===== src/rtl/bus_master_if.sv =====
// ----------------------------------------------------------------------------
// bus_master_if
//
// Per-master bus interface. Converts a held core request into one bus
// transaction: raise bus_req, wait for bus_grnt, drive a single address-strobe
// cycle, then wait for slave ready (or give up after TIMEOUT wait cycles).
//
// Ports
//   clk          : clock, rising edge
//   rest         : asynchronous active-high reset
//   cpu_req      : access request, held until cpu_done
//   cpu_rw       : 1 = read, 0 = write
//   cpu_addr     : access word address
//   cpu_wr_data  : write data
//   cpu_rd_data  : read data, valid with cpu_done and held afterwards
//   cpu_done     : one-cycle completion pulse
//   cpu_err      : one-cycle timeout flag, coincident with cpu_done
//   cpu_busy     : high whenever a transaction is in progress
//   bus_req      : request to the arbiter
//   bus_grnt     : grant from the arbiter (sampled only while requesting)
//   bus_as       : address strobe, one cycle per transaction
//   bus_rw, bus_addr, bus_wr_data : transaction fields, zero when not owning
//   bus_rd_data  : slave read data
//   bus_rdy      : slave ready / acknowledge
// ----------------------------------------------------------------------------
module bus_master_if #(
    parameter int ADDR_W  = 30,
    parameter int DATA_W  = 32,
    parameter int TIMEOUT = 255
) (
    input  logic              clk,
    input  logic              rest,
    input  logic              cpu_req,
    input  logic              cpu_rw,
    input  logic [ADDR_W-1:0] cpu_addr,
    input  logic [DATA_W-1:0] cpu_wr_data,
    output logic [DATA_W-1:0] cpu_rd_data,
    output logic              cpu_done,
    output logic              cpu_err,
    output logic              cpu_busy,
    output logic              bus_req,
    input  logic              bus_grnt,
    output logic              bus_as,
    output logic              bus_rw,
    output logic [ADDR_W-1:0] bus_addr,
    output logic [DATA_W-1:0] bus_wr_data,
    input  logic [DATA_W-1:0] bus_rd_data,
    input  logic              bus_rdy
);

    localparam int CNT_W = $clog2(TIMEOUT + 1);
    localparam logic [CNT_W-1:0] CNT_LAST = CNT_W'(TIMEOUT - 1);

    typedef enum logic [1:0] {
        ST_IDLE,
        ST_REQ,
        ST_ACCESS,
        ST_WAIT
    } state_t;

    state_t              state_reg, state_next;
    logic [CNT_W-1:0]    cnt_reg, cnt_next;
    logic                lat_rw_reg, lat_rw_next;
    logic [ADDR_W-1:0]   lat_addr_reg, lat_addr_next;
    logic [DATA_W-1:0]   lat_wdata_reg, lat_wdata_next;
    logic                bus_req_reg, bus_req_next;
    logic                bus_as_reg, bus_as_next;
    logic                bus_rw_reg, bus_rw_next;
    logic [ADDR_W-1:0]   bus_addr_reg, bus_addr_next;
    logic [DATA_W-1:0]   bus_wdata_reg, bus_wdata_next;
    logic [DATA_W-1:0]   rd_data_reg, rd_data_next;
    logic                done_reg, done_next;
    logic                err_reg, err_next;
    logic                finish;

    always_ff @(posedge clk or posedge rest) begin
        if (rest) begin
            state_reg     <= ST_IDLE;
            cnt_reg       <= '0;
            lat_rw_reg    <= 1'b0;
            lat_addr_reg  <= '0;
            lat_wdata_reg <= '0;
            bus_req_reg   <= 1'b0;
            bus_as_reg    <= 1'b0;
            bus_rw_reg    <= 1'b0;
            bus_addr_reg  <= '0;
            bus_wdata_reg <= '0;
            rd_data_reg   <= '0;
            done_reg      <= 1'b0;
            err_reg       <= 1'b0;
        end else begin
            state_reg     <= state_next;
            cnt_reg       <= cnt_next;
            lat_rw_reg    <= lat_rw_next;
            lat_addr_reg  <= lat_addr_next;
            lat_wdata_reg <= lat_wdata_next;
            bus_req_reg   <= bus_req_next;
            bus_as_reg    <= bus_as_next;
            bus_rw_reg    <= bus_rw_next;
            bus_addr_reg  <= bus_addr_next;
            bus_wdata_reg <= bus_wdata_next;
            rd_data_reg   <= rd_data_next;
            done_reg      <= done_next;
            err_reg       <= err_next;
        end
    end

    always_comb begin
        state_next     = state_reg;
        cnt_next       = cnt_reg;
        lat_rw_next    = lat_rw_reg;
        lat_addr_next  = lat_addr_reg;
        lat_wdata_next = lat_wdata_reg;
        bus_req_next   = bus_req_reg;
        bus_as_next    = 1'b0;          // strobe only ever lasts one cycle
        bus_rw_next    = bus_rw_reg;
        bus_addr_next  = bus_addr_reg;
        bus_wdata_next = bus_wdata_reg;
        rd_data_next   = rd_data_reg;
        done_next      = 1'b0;
        err_next       = 1'b0;
        finish         = 1'b0;

        case (state_reg)
            ST_IDLE: begin
                // The done cycle is skipped so the core can drop or change
                // its request before it is sampled again.
                if (cpu_req && !done_reg) begin
                    lat_rw_next    = cpu_rw;
                    lat_addr_next  = cpu_addr;
                    lat_wdata_next = cpu_wr_data;
                    bus_req_next   = 1'b1;
                    cnt_next       = '0;
                    state_next     = ST_REQ;
                end
            end
            ST_REQ: begin
                if (bus_grnt) begin
                    bus_as_next    = 1'b1;
                    bus_rw_next    = lat_rw_reg;
                    bus_addr_next  = lat_addr_reg;
                    bus_wdata_next = lat_wdata_reg;
                    state_next     = ST_ACCESS;
                end
            end
            ST_ACCESS: begin
                state_next = ST_WAIT;
            end
            ST_WAIT: begin
                // Ready takes priority over a coincident timeout.
                if (bus_rdy) begin
                    finish = 1'b1;
                    if (lat_rw_reg) begin
                        rd_data_next = bus_rd_data;
                    end
                end else if (cnt_reg == CNT_LAST) begin
                    finish   = 1'b1;
                    err_next = 1'b1;
                    if (lat_rw_reg) begin
                        rd_data_next = '0;
                    end
                end else begin
                    cnt_next = cnt_reg + CNT_W'(1);
                end
            end
            default: begin
                state_next = ST_IDLE;
            end
        endcase

        // Common exit: release the bus on the same edge done rises so the
        // arbiter can re-grant on the next edge.
        if (finish) begin
            done_next      = 1'b1;
            bus_req_next   = 1'b0;
            bus_rw_next    = 1'b0;
            bus_addr_next  = '0;
            bus_wdata_next = '0;
            state_next     = ST_IDLE;
        end
    end

    assign cpu_busy    = (state_reg != ST_IDLE);
    assign cpu_rd_data = rd_data_reg;
    assign cpu_done    = done_reg;
    assign cpu_err     = err_reg;
    assign bus_req     = bus_req_reg;
    assign bus_as      = bus_as_reg;
    assign bus_rw      = bus_rw_reg;
    assign bus_addr    = bus_addr_reg;
    assign bus_wr_data = bus_wdata_reg;

endmodule


===== config.mk =====
export PLATFORM = sky130hd
export DESIGN_NAME = bus_master_if
export DESIGN_NICKNAME = d
export VERILOG_FILES = /design/src/rtl/bus_master_if.sv
export SDC_FILE = /design/constraint.sdc
export NUM_CORES = 1
export LEC_CHECK = 0
export ABC_AREA = 1
export BUFFER_PORTS_ARGS = -buffer_cell sky130_fd_sc_hd__buf_2
export CAP_MARGIN = 25
export CORE_ASPECT_RATIO = 1.4
export CORE_MARGIN = 1.5
export CORE_UTILIZATION = 40
export CTS_CLUSTER_SIZE = 10
export DETAILED_ROUTE_END_ITERATION = 8
export SLEW_MARGIN = 20
export SYNTH_ARGS = -nofsm -noshare
export SYNTH_HDL_FRONTEND = slang
export SYNTH_SLANG_ARGS = --single-unit

===== constraint.sdc =====
create_clock -name clk -period 16.7 [get_ports clk]
set_clock_uncertainty 0.05 [all_clocks]
set_input_delay 1.67 -clock clk [delete_from_list [all_inputs] [get_ports clk]]
set_output_delay 1.67 -clock clk [all_outputs]
set_load 0.1 [all_outputs]

==> results of run 1 <==
## cell usage after synthesis (all sizes together)
master / number
a21oi: 64
buf: 29
clkbuf: 16
dfrtp: 172
ha: 6
inv: 14
nand2: 420
nand3: 12
nand3b: 1
nand4: 1
nor2: 11
o21ai: 40
o21bai: 1
xor2: 1
## per-stage QoR
step | utilization, % | instance area (µm²)
floorplan | - | 7062
global placement | 47.07 | 8157
detailed placement | 47.07 | 8157
CTS | 50.85 | 8812
global route | 51.01 | 8840
finish | 51.01 | 8840
## worst max path at each step
stage / to / slack [ns] / cells past startpoint
2_1_floorplan: bus_addr[0] / 10.32 / 1
3_3_place_gp: cpu_rd_data[6] / 12.44 / 6
3_5_place_dp: cpu_rd_data[10] / 12.45 / 6
4_1_cts: cpu_rd_data[10] / 12.91 / 6
5_1_grt: cpu_rd_data[31] / 12.70 / 6
6_report: cpu_rd_data[10] / 12.91 / 6
## cell families (layout without fill, tap and decap cells)
group           after synthesis  after routing  share of synthesized area [%]
compound gates              105            105                          9.178
buf+inv                      59            251                          4.341
fa+ha+maj                     6              6                          1.063
xor+xnor                      1              1                         0.1240
flops                       172            172                          60.95
simple gates                445            445                          24.34
## per-layer routing
layer	track usage (%)	up-vias	wire, µm
met1	24.63	2588	7469
met2	30.06	152	8094
li1	-	2827	-
met4	6.285	0	184
met3	5.123	11	949
met5	0	-	0
## worst reg2reg max path: stages (launching register included)
cell	delay (ns)
dfrtp_1	0.41
ha_1	0.40
nand2_1	0.09
nor2_1	0.12
nand2_2	0.10
nand2_4	0.61
nand2_4	0.66
nand2_1	0.30
o21ai_2	0.07
## cell type report
cell class / count / area (µm²)
Sequential cell: 172 / 4304
Inverter: 14 / 57.56
Clock buffer: 19 / 452.9
Tap cell: 236 / 295.3
Fill cell: 1691 / 8491
Timing Repair Buffer: 205 / 1061
Multi-Input combinational cell: 557 / 2466
Clock inverter: 13 / 202.7
==> metrics, run 1 <==
Tmin final 3.791 ns; Placement Rows 57; worst-skew pair later-pin latency 0.42 ns; Total Routing Usage GR 18.80%; number of H-tree levels 4; critical path buffer and inverter count 1; pre-CTS worst setup slack 12.45 ns; number of global-route vias before repair 5,305; fraction of final layout cells sized beyond drive strength 1 28.47%; R2R cell count 8; first-pass GRT wire length 26,980 µm; most area-consuming cells after synthesis dfrtp_1 61%, nand2_1 22%, a21oi_1 4.5%; cell count after synthesis 788; final hold violation count 0; worst-path cell with the longest stage delay nand2_4; starting DRC count in detailed routing 272; CP Capture Type flop; die width 115.3 µm; largest net degree at the start of global routing 107; netlist area before placement 7062 µm²; final non-filler cell total 1,216; sequence of cells on the critical path buf_2 > nand2_1 > nand2_4 > nand2_4 > nand2_1 > o21ai_2; full die area 18,470 µm²; WP data arrival 4.03 ns; average cell area after synthesis 8.962 µm²; kind of start point of the critical path input port; launch point of the worst path bus_rdy; share of the yosys chip area belonging to registers 60.95%; Yosys Warn Count 0; growth of design area from synthesis to finish 25.18%; antenna diode count 0; detailed-route wire length per cell 13.73 µm; worst-case clock buffer depth 2; clock-pin slew on the worst setup and hold paths 0.07 ns; commonest cells after routing, fill and taps aside 415 x nand2_1, 199 x buf_2, 172 x dfrtp_1; Crit Reg-Reg Startpoint state_reg[0]; total gr overflow 0; Post-CTS Repair Setup Buffers 0; most common library cell in the layout ignoring fill and taps nand2_1; final max-slew violation count 0; DR vias 5,578; unique cell type count in the Yosys netlist 22; minimum setup slack among reg-to-reg paths 13.77 ns; count of endpoints failing setup in the final report 0; effective utilization at floorplan 40.75%; count of instances resized after the clock tree is built 0; worst hold path depth 2; ratio of routed vias to standard cells 4.587; placeable core region 17,330 µm²; worst hold margin 0.4262 ns; top cell type's share of synthesized area 60.95%; DIE HEIGHT 160.2 µm; number of nets at the end of the flow 1,073; largest fanout on the critical path 69; run status finished clean; critical path data required time 16.94 ns; flop and latch count out of synthesis 172; cell family with the largest share of critical-path delay simple AND/OR/NAND/NOR gates; number of top-level pins 200; achievable clock frequency 263.8 MHz; worst max-slew margin expressed relative to the limit 44.31%; initial antenna violation count 0; TritonCTS clock tree yes; synthesized net count 894; number of detailed-route iterations in the first pass 4; unrepaired setup endpoints after global routing no; sink count of the clock tree 172; cell count after placement 1,183; quantity of I/O buffers inserted on ports 199; hold-fix buffers at CTS 0; source of the worst hold timing path cpu_rd_data[6]; HPWL after detailed placement 10,410 µm; Period Utilization, post-route 22.70%; sum of negative setup slack 0 ns; CTS buffer count 17; critical path's largest stage delay 0.65 ns; Hold Path End cpu_rd_data[6]; Clock Tree Root clkbuf_16; class of the tightest hold or removal check flop to flop; Worst Path Class, Setup input port to flop; Detail Route Antenna Nets 0; DRC violations left 0; worst-margin pin slew 0.8353 ns; cell taking the most area after synthesis dfrtp_1; max-cap viol count 0; FF-to-FF End cpu_rd_data[10]; RD Place Congestion 0.7394; setup slack after layout 12.91 ns; final wirelength 16,700 µm
Power of run 1 is left out: the tool's default activity adds up to more than one toggle a clock period on the data nets, which glitch-free logic cannot reach.
==> run 2, diff against run 1 <==
clock period = 3.5 ns   (was 16.7 ns; I/O delays follow)
==> run 2 against run 1 <==
Effect of this change:
- first-iteration DRC count is 11% higher
- register-to-register slack worse by 13 ns
- sequential share of layout area is 0.083 points higher
- largest cell class unchanged
==> metrics, run 2 (synthesis gave the netlist of run 1 again) <==
layout filler cell count 1,715 (+1.4%); critical path data required time 3.73 ns (-13.21 ns); met3 track demand over resource 5.123% (unchanged); worst max-slew margin expressed relative to the limit 38.62% (-5.7 points); multi-input combinational cell area 2466 µm² (unchanged); worst-skew pair later-pin latency 0.42 ns (about the same); Crit Reg-Reg Startpoint state_reg[0]; placeable core region 17,330 µm² (unchanged); number of detailed-route iterations in the first pass 6 (+2); critical path's largest stage delay 0.52 ns (-0.13 ns); Worst Path Class, Setup flop to flop; ratio of routed vias to standard cells 4.589 (about the same); final wirelength 17,070 µm (+2.2%); Detail Route Antenna Nets 0 (unchanged); fraction of met2 tracks used by global routing 32.28% (+2.2 points); largest net degree at the start of global routing 65 (-39%); worst-path cell with the longest stage delay nand2_4; Placement Rows 57 (unchanged); initial antenna violation count 3 (+3); grt peak-use layer met2; FF-to-FF End cpu_rd_data[28]; DIE HEIGHT 160.2 µm (unchanged); number of top-level pins 200 (unchanged); growth of design area from synthesis to finish 24.96%; final max-slew violation count 0 (unchanged); quantity of I/O buffers inserted on ports 199 (unchanged); Post-CTS Repair Setup Buffers 0 (unchanged); TritonCTS clock tree yes; RD Place Congestion 0.8062 (+9.0%); Period Utilization, post-route 70.64%; number of global-route vias before repair 5,576 (+5.1%); max-cap viol count 0 (unchanged); sink count of the clock tree 172 (unchanged); starting DRC count in detailed routing 302 (+11%); global routing usage on met1 24.42% (-0.21 points); most common library cell in the layout ignoring fill and taps nand2_1; DRC violations left 0 (unchanged); die width 115.3 µm (unchanged); count of instances resized after the clock tree is built 0 (unchanged); Sequential cell area 4304 µm² (unchanged); count of endpoints failing setup in the final report 0 (unchanged); Tmin final 2.472 ns; worst-margin pin slew 0.9188 ns (+0.08353 ns); largest fanout on the critical path 64 (-7.2%); first-pass GRT wire length 28,250 µm (+4.7%); worst hold path depth 3 (+1); fraction of final layout cells sized beyond drive strength 1 28.83% (+0.36 points); run status finished clean; number of nets at the end of the flow 1,078 (+0.47%); CTS buffer count 17 (unchanged); unrepaired setup endpoints after global routing no; minimum setup slack among reg-to-reg paths 1.03 ns (-12.74 ns); detailed-route wire length per cell 13.93 µm (+1.5%); kind of start point of the critical path flop; DR vias 5,622 (+0.79%); number of H-tree levels 4 (unchanged); sequence of cells on the critical path ha_1 > nand2_1 > nor2_1 > nand2_2 > nand2_4 > nand2_4 > nand2_1 > o21ai_2; Total Routing Usage GR 19.54% (+0.75 points); sum of negative setup slack 0 ns (unchanged); total gr overflow 0 (unchanged); Hold Path End lat_wdata_reg[2]; HPWL after detailed placement 11,110 µm (+6.8%); clock-pin slew on the worst setup and hold paths 0.07 ns (about the same); class of the tightest hold or removal check input port to flop; WP data arrival 2.70 ns (-1.33 ns); Clock Tree Root clkbuf_16; effective utilization at floorplan 40.75% (unchanged); achievable clock frequency 404.5 MHz; R2R cell count 8 (unchanged); critical path buffer and inverter count 0 (-1); worst-case clock buffer depth 2 (unchanged); source of the worst hold timing path cpu_wr_data[2]; commonest cells after routing, fill and taps aside 415 x nand2_1, 199 x buf_2, 172 x dfrtp_1; full die area 18,470 µm² (unchanged); CP Capture Type flop; cell family with the largest share of critical-path delay simple AND/OR/NAND/NOR gates; hold-fix buffers at CTS 0 (unchanged); final hold violation count 0 (unchanged)
==> run 2: cell count changes in the layout (fill, tap and decap cells not counted), sizes merged <==
| cell | before | now |
|---|---|---|
| inv | 20 | 15 |
| clkinvlp | 1 | 2 |
| diode | 0 | 4 |
| clkbuf | 19 | 21 |
| buf | 205 | 210 |
| clkinv | 2 | 7 |
| bufinv | 4 | 1 |
==> run 2: worst max path at each step <==
stage | startpoint | to | slack [ns] | cells after the start
2_1_floorplan | rest | bus_addr[0] | 0.90 | 1
3_3_place_gp | state_reg[0] | cpu_rd_data[10] | 1.07 | 8
3_5_place_dp | state_reg[0] | cpu_rd_data[28] | 0.99 | 8
4_1_cts | state_reg[0] | cpu_rd_data[28] | 0.97 | 8
5_1_grt | state_reg[0] | cpu_rd_data[11] | 0.75 | 8
6_report | state_reg[0] | cpu_rd_data[28] | 1.03 | 8
==> run 2: metal layers <==
layer | share of wire, % | up-vias
met2 | 49 | 155
met5 | 0 | -
met4 | 2.0 | 0
met3 | 5.6 | 21
met1 | 43 | 2613
li1 | - | 2833
==> run 2: stage by stage <==
stage          worst slack (ns)  cells  instance area, µm²  utilization (%)  hold WS (ns)
2_1_floorplan            0.9033    788                7066                -        0.3992
3_3_place_gp              1.065   1189                8225            47.46        0.4105
3_5_place_dp             0.9907   1189                8225            47.46        0.4127
4_1_cts                  0.9726   1221                8815            50.86       0.04550
5_1_grt                  0.7456   1222                8817            50.88       0.06103
6_report                  1.028   1225                8825            50.92       0.06453
==> run 2: worst reg2reg max path, cell delays in order, from the launching register on <==
cell,delay [ns]
dfrtp_1,0.39
ha_1,0.38
nand2_1,0.09
nor2_1,0.12
nand2_2,0.10
nand2_4,0.33
nand2_4,0.52
nand2_1,0.29
o21ai_2,0.07
==> run 2: cell type report <==
type	count	share of cell area, %
clock inverters	11	1.234
repair buffers	210	12.51
diodes	4	0.1134
flip-flops and latches	172	48.77
multi-input cells	557	27.95
clock buffers	21	5.444
inverters	14	0.6380
well taps	236	3.346
Power of run 2 is left out for the same reason.
